==> src/rtl/io_port_responder.sv <==
// Peripheral end of the CU I/O handshake: debounced "enter" button with switch
// capture on the input side, latched display word with four 7-segment digits on the output side.
module io_port_responder #(
    parameter int unsigned SW_W            = 16,
    parameter int unsigned DEBOUNCE_CYCLES = 50000,
    parameter int unsigned SIGN_EXT        = 0
) (
    input  logic            clk,
    input  logic            reset,
    input  logic            btn_raw,
    input  logic [SW_W-1:0] switches,
    input  logic            in_req,
    output logic            enter,
    output logic [31:0]     in_data,
    input  logic            display_write,
    input  logic [31:0]     display_data,
    output logic [31:0]     display_value,
    output logic            display_valid,
    output logic [6:0]      hex0,
    output logic [6:0]      hex1,
    output logic [6:0]      hex2,
    output logic [6:0]      hex3
);
    localparam int unsigned CNT_W = (DEBOUNCE_CYCLES > 1) ? $clog2(DEBOUNCE_CYCLES) : 1;

    localparam logic [1:0] IDLE     = 2'd0;
    localparam logic [1:0] ARMED    = 2'd1;
    localparam logic [1:0] FIRE     = 2'd2;
    localparam logic [1:0] WAIT_REL = 2'd3;

    logic             s1, s2;
    logic             btn_db, btn_db_q;
    logic [CNT_W-1:0] db_cnt;
    logic             rise;
    logic [1:0]       state, state_nxt;
    logic [31:0]      sw_ext;
    logic             capture;

    // Two-flop synchronizer for the asynchronous button
    always_ff @(posedge clk) begin
        if (reset) begin
            s1 <= 1'b0;
            s2 <= 1'b0;
        end else begin
            s1 <= btn_raw;
            s2 <= s1;
        end
    end

    // Accept a new level only after DEBOUNCE_CYCLES consecutive disagreeing cycles
    always_ff @(posedge clk) begin
        if (reset) begin
            btn_db   <= 1'b0;
            btn_db_q <= 1'b0;
            db_cnt   <= '0;
        end else begin
            btn_db_q <= btn_db;
            if (s2 == btn_db) begin
                db_cnt <= '0;
            end else if (db_cnt == CNT_W'(DEBOUNCE_CYCLES - 1)) begin
                btn_db <= s2;
                db_cnt <= '0;
            end else begin
                db_cnt <= db_cnt + CNT_W'(1);
            end
        end
    end

    assign rise = btn_db & ~btn_db_q;

    always_comb begin
        sw_ext = 32'(switches);
        if (SIGN_EXT != 0 && switches[SW_W-1]) begin
            for (int i = SW_W; i < 32; i++) sw_ext[i] = 1'b1;
        end
    end

    always_ff @(posedge clk) begin
        if (reset) state <= IDLE;
        else       state <= state_nxt;
    end

    // A rise while armed fires even if in_req drops on the same edge
    always_comb begin
        state_nxt = state;
        case (state)
            IDLE:     if (in_req) state_nxt = ARMED;
            ARMED: begin
                if (rise)         state_nxt = FIRE;
                else if (!in_req) state_nxt = IDLE;
            end
            FIRE:     state_nxt = WAIT_REL;
            WAIT_REL: if (!btn_db) state_nxt = IDLE;
            default:  state_nxt = IDLE;
        endcase
    end

    assign capture = (state == ARMED) && rise;
    assign enter   = (state == FIRE);

    always_ff @(posedge clk) begin
        if (reset) begin
            in_data       <= '0;
            display_value <= '0;
            display_valid <= 1'b0;
        end else begin
            if (capture) in_data <= sw_ext;
            if (display_write) begin
                display_value <= display_data;
                display_valid <= 1'b1;
            end
        end
    end

    // Active-low {g,f,e,d,c,b,a}
    function automatic logic [6:0] seg7(input logic [3:0] d);
        case (d)
            4'h0: seg7 = 7'b1000000;
            4'h1: seg7 = 7'b1111001;
            4'h2: seg7 = 7'b0100100;
            4'h3: seg7 = 7'b0110000;
            4'h4: seg7 = 7'b0011001;
            4'h5: seg7 = 7'b0010010;
            4'h6: seg7 = 7'b0000010;
            4'h7: seg7 = 7'b1111000;
            4'h8: seg7 = 7'b0000000;
            4'h9: seg7 = 7'b0010000;
            4'hA: seg7 = 7'b0001000;
            4'hB: seg7 = 7'b0000011;
            4'hC: seg7 = 7'b1000110;
            4'hD: seg7 = 7'b0100001;
            4'hE: seg7 = 7'b0000110;
            default: seg7 = 7'b0001110;
        endcase
    endfunction

    assign hex0 = seg7(display_value[3:0]);
    assign hex1 = seg7(display_value[7:4]);
    assign hex2 = seg7(display_value[11:8]);
    assign hex3 = seg7(display_value[15:12]);
endmodule

==> config.mk <==
export PLATFORM = sky130hd
export DESIGN_NAME = io_port_responder
export DESIGN_NICKNAME = d
export VERILOG_FILES = /design/src/rtl/io_port_responder.sv
export SDC_FILE = /design/constraint.sdc
export NUM_CORES = 1
export LEC_CHECK = 0
export BUFFER_PORTS_ARGS = -buffer_cell sky130_fd_sc_hd__buf_2
export CELL_PAD_IN_SITES_DETAIL_PLACEMENT = 0
export CELL_PAD_IN_SITES_GLOBAL_PLACEMENT = 1
export CORE_AREA = 5 5 121 100
export CTS_BUF_LIST = sky130_fd_sc_hd__clkbuf_2
export DETAILED_ROUTE_END_ITERATION = 12
export DIE_AREA = 0 0 126 105
export PLACE_DENSITY = 0.9
export SKIP_CTS_REPAIR_TIMING = 1
export SKIP_LAST_GASP = 1
export SYNTH_ARGS = -nofsm -noshare
export SYNTH_HDL_FRONTEND = slang
export SYNTH_SLANG_ARGS = --single-unit
==> constraint.sdc <==
create_clock -name clk -period 4.8 [get_ports clk]
set_input_delay 0.72 -clock clk [delete_from_list [all_inputs] [get_ports clk]]
set_output_delay 0.72 -clock clk [all_outputs]
set_load 0.01 [all_outputs]
==> results of run 1 <==
[worst min-delay path by stage]
stage	endpoint	slack, ns	start	depth (start not counted)
2_1_floorplan	s2	0.41	s1	1
3_3_place_gp	in_data[0]	0.44	in_data[0]	2
3_5_place_dp	in_data[7]	0.44	in_data[7]	2
4_1_cts	in_data[5]	0.29	switches[5]	3
5_1_grt	in_data[7]	0.29	switches[7]	3
6_report	in_data[6]	0.37	switches[6]	3
[cells in the mapped netlist, drive strengths merged]
cell and instances:
mux4 4, nor4b 1, nand3 5, nor2 63, a211oi 1, or2 5
a21oi 22, inv 20, nor3 9, nor2b 5, dfxtp 99, xor2 1
nand4 3, nand4b 1, nand3b 1, ha 25, nor4bb 2, nor4 4
xnor2 18, nand2 40, mux2i 49, conb 1, and3 5, clkbuf 6
o21bai 4, a32o 4, buf 33, o22ai 12, a221o 4
[per-stage QoR]
step                hold WS [ns]    util  power [mW]
global route              0.2865  0.4757       1.563
CTS                       0.2914  0.4757       1.511
global placement          0.4385  0.4659       1.119
detailed placement        0.4437  0.4659       1.126
floorplan                 0.4138       -       1.057
finish                    0.3696  0.4757       1.485
[kinds of logic (layout without fill, tap and decap cells)]
group	after synthesis	count (layout)	synth area share
xor+xnor	19	19	0.03787
buf+inv	59	166	0.08912
simple gates	144	144	0.1489
compound gates	47	47	0.06891
mux	53	53	0.1321
other cells	1	16	0.0008534
fa+ha+maj	25	25	0.07118
flops	99	99	0.4510
[per-layer routing]
layer | up-vias | routed length, um | GRT usage | share of wire
met1 | 1571 | 4152 | 0.1643 | 0.44
met3 | 8 | 763 | 0.05864 | 0.080
met5 | - | 0 | 0 | 0
met2 | 88 | 4510 | 0.2407 | 0.47
met4 | 0 | 82 | 0.02986 | 0.0086
li1 | 1703 | - | - | -
[power by group]
| part | total, mW | internal (mW) | switching [mW] |
|---|---|---|---|
| combinational | 0.228 | 0.0982 | 0.130 |
| sequential | 0.881 | 0.865 | 0.0157 |
| clock | 0.377 | 0.118 | 0.259 |
| total | 1.49 | 1.08 | 0.404 |
[state kept, by name (all words and copies together), names as in the netlist, named ones only]
register       count
hex3               7
hex2               7
s2                 1
hex1               7
display_value     32
btn_db_q           1
state              1
hex0               7
display_valid      1
in_data           16
btn_db             1
db_cnt            16
s1                 1
[worst max-delay path: stages]
cell,delay [ns]
buf_2,0.77
mux2i_1,0.24
nor2_1,0.37
inv_1,0.17
ha_1,0.33
mux4_2,0.46
[final cells by class]
cell class | count | area share
timing repair buffer | 131 | 0.1290
clock buffer | 10 | 0.009814
sequential | 99 | 0.3886
inverter | 20 | 0.01914
multi-input combinational | 304 | 0.4073
clock inverter | 5 | 0.01079
tap | 144 | 0.03533
==> results.json, run 1 <==
{
  "status": "completed",
  "grt_pass1_vias": 3323,
  "cts_buffers": 9,
  "grt_usage": 0.1401,
  "synth_area_leader_cell": "dfxtp_1",
  "p_per_area_nw_per_um2": 291.3,
  "vias": 3370,
  "syn_inst": 447,
  "first_pass_iters": 4,
  "hpwlAfterDp_mm": 7.182,
  "drc": 0,
  "setup.worst_path.end_class": "register",
  "antenna_cells": 0,
  "finalWirelength_mm": 9.509,
  "clk_latency_ns": 0.54,
  "wl_per_cell_um": 13.34,
  "fin_crit_sh": 0.5482,
  "cp-startpoint": "display_write",
  "critPathMaxFanout": 33,
  "ir_drop_mv": 0.1809,
  "fillers": 1041,
  "overflow": 0,
  "setup_ws_ns": 2.168,
  "skew_ns": 0.03312,
  "ys_top_cells_by_area": "dfxtp_1 (45%), mux2i_1 (11%), ha_1 (7.1%)",
  "cts_root_buf": "clkbuf_2",
  "syn_area_um2": 4394,
  "min_path_type": "in -> reg",
  "r2r_start": "display_value[0]",
  "routabilityCongestion": 0.8004,
  "max-clock-path-buffers": 2,
  "coreArea_um2": 10720,
  "fmax_mhz": 380.0,
  "layout.cells.most_common_list": "buf_2 (130), dfxtp_1 (99), nor2_1 (57)",
  "power.static_leakage_nw": 2.305,
  "ys_ff_latch": 99,
  "final_hold_viol_count": 0,
  "drt-vias-per-instance": 4.727,
  "tns_ns": 0,
  "ant_nets": 0,
  "initial_utilization": 0.4099,
  "die_h_um": 105,
  "die_w_um": 126,
  "r2r_slack_ns": 2.92,
  "layoutNonFillerInstCount": 713,
  "drv_cap": 0,
  "cts_tree": "done",
  "r2r-end": "hex0[3]",
  "final_area_um2": 5100,
  "clk_pin_slew_ns": 0.26,
  "area.sequential_um2": 1982,
  "synth_top_area_frac": 0.4510,
  "portBuffers": 130,
  "required_ns": 5.23,
  "path_class": "in -> reg",
  "rows": 34,
  "placed_area_um2": 4995,
  "syn_avg_cell_area_um2": 9.830,
  "worstSetupEndpoint": "hex0[3]",
  "io_pins": 147,
  "grt_pass1_wl_mm": 15.51,
  "rr_worst_depth": 5,
  "min_period_ns": 2.632,
  "drt_iter0_markers": 158,
  "setup_viol_count_final": 0,
  "dp_cells": 698,
  "timing.slew.headroom": 0.3093,
  "grt_max_degree": 50,
  "cts_sinks": 99,
  "layout_commonest_cell": "buf_2",
  "die-area_um2": 13230,
  "multi_input_area_um2": 2077,
  "cp.arrival_ns": 3.06,
  "cp-start-kind": "input pin",
  "worstMarginPinSlew_ns": 1.036,
  "drive_above_1_share": 0.2812,
  "pre_cts_ws_ns": 1.598,
  "rsz0062_at_grt": "no",
  "nets": 643,
  "antenna_found_initial": 0,
  "h-tree-depth": 3,
  "drv_slew": 0,
  "yosysWarningCount": 0,
  "synth-seq-area-share": 0.4510,
  "area_growth_pct": 16.06,
  "synth_cell_types": 37
}
No activity file was read; power rests on OpenSTA's default activity.
==> run 2: changes to the inputs <==
--- a/config.mk
+++ b/config.mk
@@ -8,11 +8,11 @@
 export BUFFER_PORTS_ARGS = -buffer_cell sky130_fd_sc_hd__buf_2
 export CELL_PAD_IN_SITES_DETAIL_PLACEMENT = 0
 export CELL_PAD_IN_SITES_GLOBAL_PLACEMENT = 1
-export CORE_AREA = 5 5 121 100
+export CORE_AREA = 5 5 125 103
 export CTS_BUF_LIST = sky130_fd_sc_hd__clkbuf_2
 export DETAILED_ROUTE_END_ITERATION = 12
-export DIE_AREA = 0 0 126 105
-export PLACE_DENSITY = 0.9
+export DIE_AREA = 0 0 130 108
+export PLACE_DENSITY = 0.85
 export SKIP_CTS_REPAIR_TIMING = 1
 export SKIP_LAST_GASP = 1
 export SYNTH_ARGS = -nofsm -noshare
==> constraint.sdc (replaced) <==
create_clock -name clk -period 2.5 [get_ports clk]
set_input_delay 0.375 -clock clk [delete_from_list [all_inputs] [get_ports clk]]
set_output_delay 0.375 -clock clk [all_outputs]
set_load 0.01 [all_outputs]
==> results.json, run 2 (synthesis gave the netlist of run 1 again) <==
{
  "status": "completed",
  "skew_ns": 0.03341,
  "nets": 682,
  "largestRegisters": "display_value (32), db_cnt (16), in_data (16)",
  "crit_family": "buffers and inverters",
  "p_switching_mw": 0.8076,
  "drt_iter0_markers": 132,
  "wl_per_cell_um": 13.63,
  "grt_pass1_wl_mm": 15.39,
  "p_int_mw": 2.017,
  "min_period_ns": 1.887,
  "worstMarginPinSlew_ns": 0.5930,
  "p_comb_frac": 0.171,
  "timing.slew.headroom": 0.6043,
  "slowest_delay_ns": 0.53,
  "cts_sinks": 99,
  "area.sequential_um2": 1982,
  "clk_latency_ns": 0.54,
  "final_area_um2": 5465,
  "cts_buffers": 9,
  "fin_crit_sh": 0.7547,
  "die_w_um": 130,
  "drv_slew": 0,
  "setup.worst_path.end_class": "register",
  "h-tree-depth": 3,
  "clk_pin_slew_ns": 0.26,
  "drive_above_1_share": 0.2742,
  "layout.cells.most_common_list": "buf_2 (130), dfxtp_1 (99), nor2_1 (57)",
  "cts_tree": "done",
  "die_h_um": 108,
  "cts_root_buf": "clkbuf_2",
  "cp-start-kind": "input pin",
  "required_ns": 2.94,
  "path_cells": "dlygate4sd3_1 > buf_2 > mux2i_1 > nor2_1 > inv_1 > ha_1 > mux4_2",
  "max-clock-path-buffers": 2,
  "area_growth_pct": 24.37,
  "final_hold_viol_count": 0,
  "top_register": "display_value",
  "r2r_slack_ns": 0.64,
  "coreArea_um2": 11390,
  "rsz0062_at_grt": "no",
  "path_class": "in -> reg",
  "placed_area_um2": 5045,
  "p_clk_frac": 0.229,
  "antenna_found_initial": 0,
  "p_per_area_nw_per_um2": 516.8,
  "power.static_leakage_nw": 2.470,
  "largest_reg_flops": 32,
  "initial_utilization": 0.3859,
  "power.total_mw": 2.824,
  "swShare": 0.2859,
  "drv_cap": 0,
  "antenna_cells": 0,
  "critPathMaxFanout": 6,
  "min_path_type": "in -> reg",
  "fillers": 1049,
  "tns_ns": 0,
  "rows": 35,
  "hold_ws_ns": 0.07915,
  "fin_util": 0.4800,
  "layout_commonest_cell": "buf_2",
  "ant_nets": 0,
  "seqPwrFrac": 0.600,
  "grt_max_degree": 41,
  "multi_input_area_um2": 2077,
  "grt_usage": 0.1359,
  "grt_pass1_vias": 3302,
  "drc": 0,
  "die-area_um2": 14040,
  "drt-vias-per-instance": 4.676,
  "overflow": 0,
  "hpwlAfterDp_mm": 7.556,
  "ir_drop_mv": 0.3022,
  "portBuffers": 130,
  "vias": 3540,
  "fmax_mhz": 530.0,
  "first_pass_iters": 4,
  "crit_buf_inv": 3,
  "cp_slowest_cell": "dlygate4sd3_1",
  "finalWirelength_mm": 10.32,
  "cp.arrival_ns": 2.33,
  "routabilityCongestion": 0.8190,
  "io_pins": 147,
  "setup_viol_count_final": 0
}
[run 2: power groups by stage]
stage | Sequential [mW] | Clock, mW | Combinational (mW)
2_1_floorplan | 1.76 | 0 | 0.270
3_3_place_gp | 1.72 | 0 | 0.434
3_5_place_dp | 1.72 | 0 | 0.444
4_1_cts | 1.70 | 0.694 | 0.445
5_1_grt | 1.70 | 0.760 | 0.531
6_report | 1.69 | 0.648 | 0.483
[run 2: routing by layer]
| layer | vias up | share of wire | GRT usage |
|---|---|---|---|
| met3 | 15 | 0.057 | 0.04395 |
| met1 | 1642 | 0.45 | 0.1723 |
| met2 | 97 | 0.48 | 0.2219 |
| met5 | - | 0 | 0 |
| met4 | 0 | 0.013 | 0.03858 |
| li1 | 1786 | - | - |
[run 2: cell type report]
cell class,count,area share
inverters,20,0.01786
multi-input cells,304,0.3800
repair buffers,170,0.1891
clock inverters,7,0.008242
well taps,148,0.03388
clock buffers,9,0.008242
flip-flops and latches,99,0.3626
[run 2: worst reg2reg max path, cell delays in order (launching register included)]
cell and delay, ns:
dfxtp_1 0.44, ha_1 0.21, nand3_1 0.25, nand4b_1 0.33, nand2_1 0.42, nor2_1 0.09
[run 2: final timing paths]
| check | start | endpoint | cells after the start |
|---|---|---|---|
| worst max-delay path | display_data[9] | hex2[3] | 7 |
| worst min-delay path | display_data[12] | display_value[12] | 3 |
| worst max register to register | db_cnt[0] | db_cnt[7] | 5 |
| worst min register to register | in_data[14] | in_data[14] | 2 |
[run 2: metrics by stage]
stage | setup slack [ns] | instances
floorplan | 0.3529 | 462
global placement | 0.2925 | 708
detailed placement | 0.1909 | 708
CTS | 0.5934 | 724
global route | 0.4455 | 757
finish | 0.6134 | 757
==> run 3: changes to the inputs <==
==> constraint.sdc (replaced) <==
create_clock -name clk -period 1.8 [get_ports clk]
set_input_delay 0.27 -clock clk [delete_from_list [all_inputs] [get_ports clk]]
set_output_delay 0.27 -clock clk [all_outputs]
set_load 0.01 [all_outputs]
==> results.json, run 3 (synthesis gave the netlist of run 1 again) <==
{
  "status": "completed",
  "layoutNonFillerInstCount": 803,
  "overflow": 0,
  "max-clock-path-buffers": 2,
  "antenna_found_initial": 1,
  "cts_sinks": 99,
  "die-area_um2": 14040,
  "final_hold_viol_count": 0,
  "drt-vias-per-instance": 4.655,
  "top_usage_layer": "met2",
  "h-tree-depth": 3,
  "r2r_slack_ns": 0.17,
  "grt_pass1_vias": 3493,
  "cp-start-kind": "register",
  "skew_ns": 0.02443,
  "min_period_ns": 1.633,
  "grt_pass1_wl_mm": 16.35,
  "use_met3": 0.04296,
  "final_area_um2": 5916,
  "die_h_um": 108,
  "fmax_mhz": 612.2,
  "routabilityCongestion": 0.8671,
  "placed_area_um2": 5405,
  "largest_reg_flops": 32,
  "power.static_leakage_nw": 2.685,
  "ir_drop_mv": 0.3269,
  "ant_nets": 0,
  "tns_ns": 0,
  "path_class": "reg -> reg",
  "hpwlAfterDp_mm": 7.956,
  "rows": 35,
  "grt_max_degree": 25,
  "setup.worst_path.end_class": "register",
  "cp.arrival_ns": 2.08,
  "setup_viol_count_final": 0,
  "rr_worst_depth": 5,
  "drv_cap": 0,
  "setup_ws_ns": 0.1666,
  "p_per_area_nw_per_um2": 678.8,
  "cts_tree": "done",
  "fillers": 1044,
  "use_met1": 0.1797,
  "clk_pin_slew_ns": 0.25,
  "io_pins": 147,
  "wl_per_cell_um": 13.47,
  "grt_usage": 0.1442,
  "finalWirelength_mm": 10.82,
  "first_pass_iters": 4,
  "drv_slew": 0,
  "rsz0062_at_grt": "no",
  "vias": 3738,
  "top_register": "display_value",
  "nets": 727,
  "clk_latency_ns": 0.55,
  "largestRegisters": "display_value (32), db_cnt (16), in_data (16)",
  "layout.cells.most_common_list": "buf_2 (130), dfxtp_1 (99), nor2_1 (49)",
  "cts_buffers": 9,
  "drc": 0,
  "worstMarginPinSlew_ns": 0.5744,
  "portBuffers": 130,
  "timing.slew.headroom": 0.6167,
  "dp_cells": 744,
  "fin_crit_sh": 0.9075,
  "hold_depth": 3,
  "drive_above_1_share": 0.3318,
  "min_path_type": "in -> reg",
  "required_ns": 2.25,
  "grtUsageMet2": 0.2344,
  "initial_utilization": 0.3859,
  "coreArea_um2": 11390,
  "die_w_um": 130,
  "cts_root_buf": "clkbuf_2",
  "hold_ws_ns": 0.03253,
  "drt_iter0_markers": 211,
  "critPathMaxFanout": 5,
  "pre_cts_ws_ns": -0.1066,
  "layout_commonest_cell": "buf_2",
  "area_growth_pct": 34.62
}
[run 3: cell count changes in the layout (fill, tap and decap cells not counted), sizes merged]
cell	delta
buf	+36
clkbuf	+1
clkinv	-3
clkinvlp	+2
diode	+1
dlygate4sd3	+9
[run 3: layout make-up]
type	instances	area (um2)	share of cell area
antenna	1	2.502	0.0004230
clock buffer	10	50.05	0.008460
clock inverter	6	32.53	0.005499
inverter	20	97.59	0.01650
multi-input combinational	304	2135	0.3608
sequential	99	1982	0.3350
tap	148	185.2	0.03130
timing repair buffer	215	1431	0.2420
[run 3: layer usage]
layer / part of all wire / vias up
met5: 0 / -
met4: 0.022 / 0
met3: 0.058 / 18
met2: 0.49 / 113
met1: 0.43 / 1723
li1: - / 1884
[run 3: stage by stage]
step	utilization	total power [mW]
floorplan	-	2.836
finish	0.5196	4.016
global placement	0.4747	3.084
CTS	0.4820	4.013
global route	0.5196	4.258
detailed placement	0.4747	3.101
[run 3: path summary, 6_finish.rpt]
| check | start | end |
|---|---|---|
| worst max-delay path | display_value[12] | hex3[3] |
| worst min-delay path | display_data[5] | display_value[5] |
| worst max register to register | display_value[12] | hex3[3] |
| worst min register to register | s1 | s2 |
[run 3: power by group]
group          internal [mW]  total [mW]  switching, mW
Clock                  0.173       0.889          0.716
Sequential              2.31        2.35         0.0460
Combinational          0.391       0.772          0.381
Total                   2.87        4.02           1.14
[run 3: worst max-delay path: stages (launching register included)]
cell and delay [ns]:
dfxtp_1 0.40, mux2i_1 0.10, nor2_2 0.19, inv_1 0.11, ha_1 0.30, mux4_2 0.44
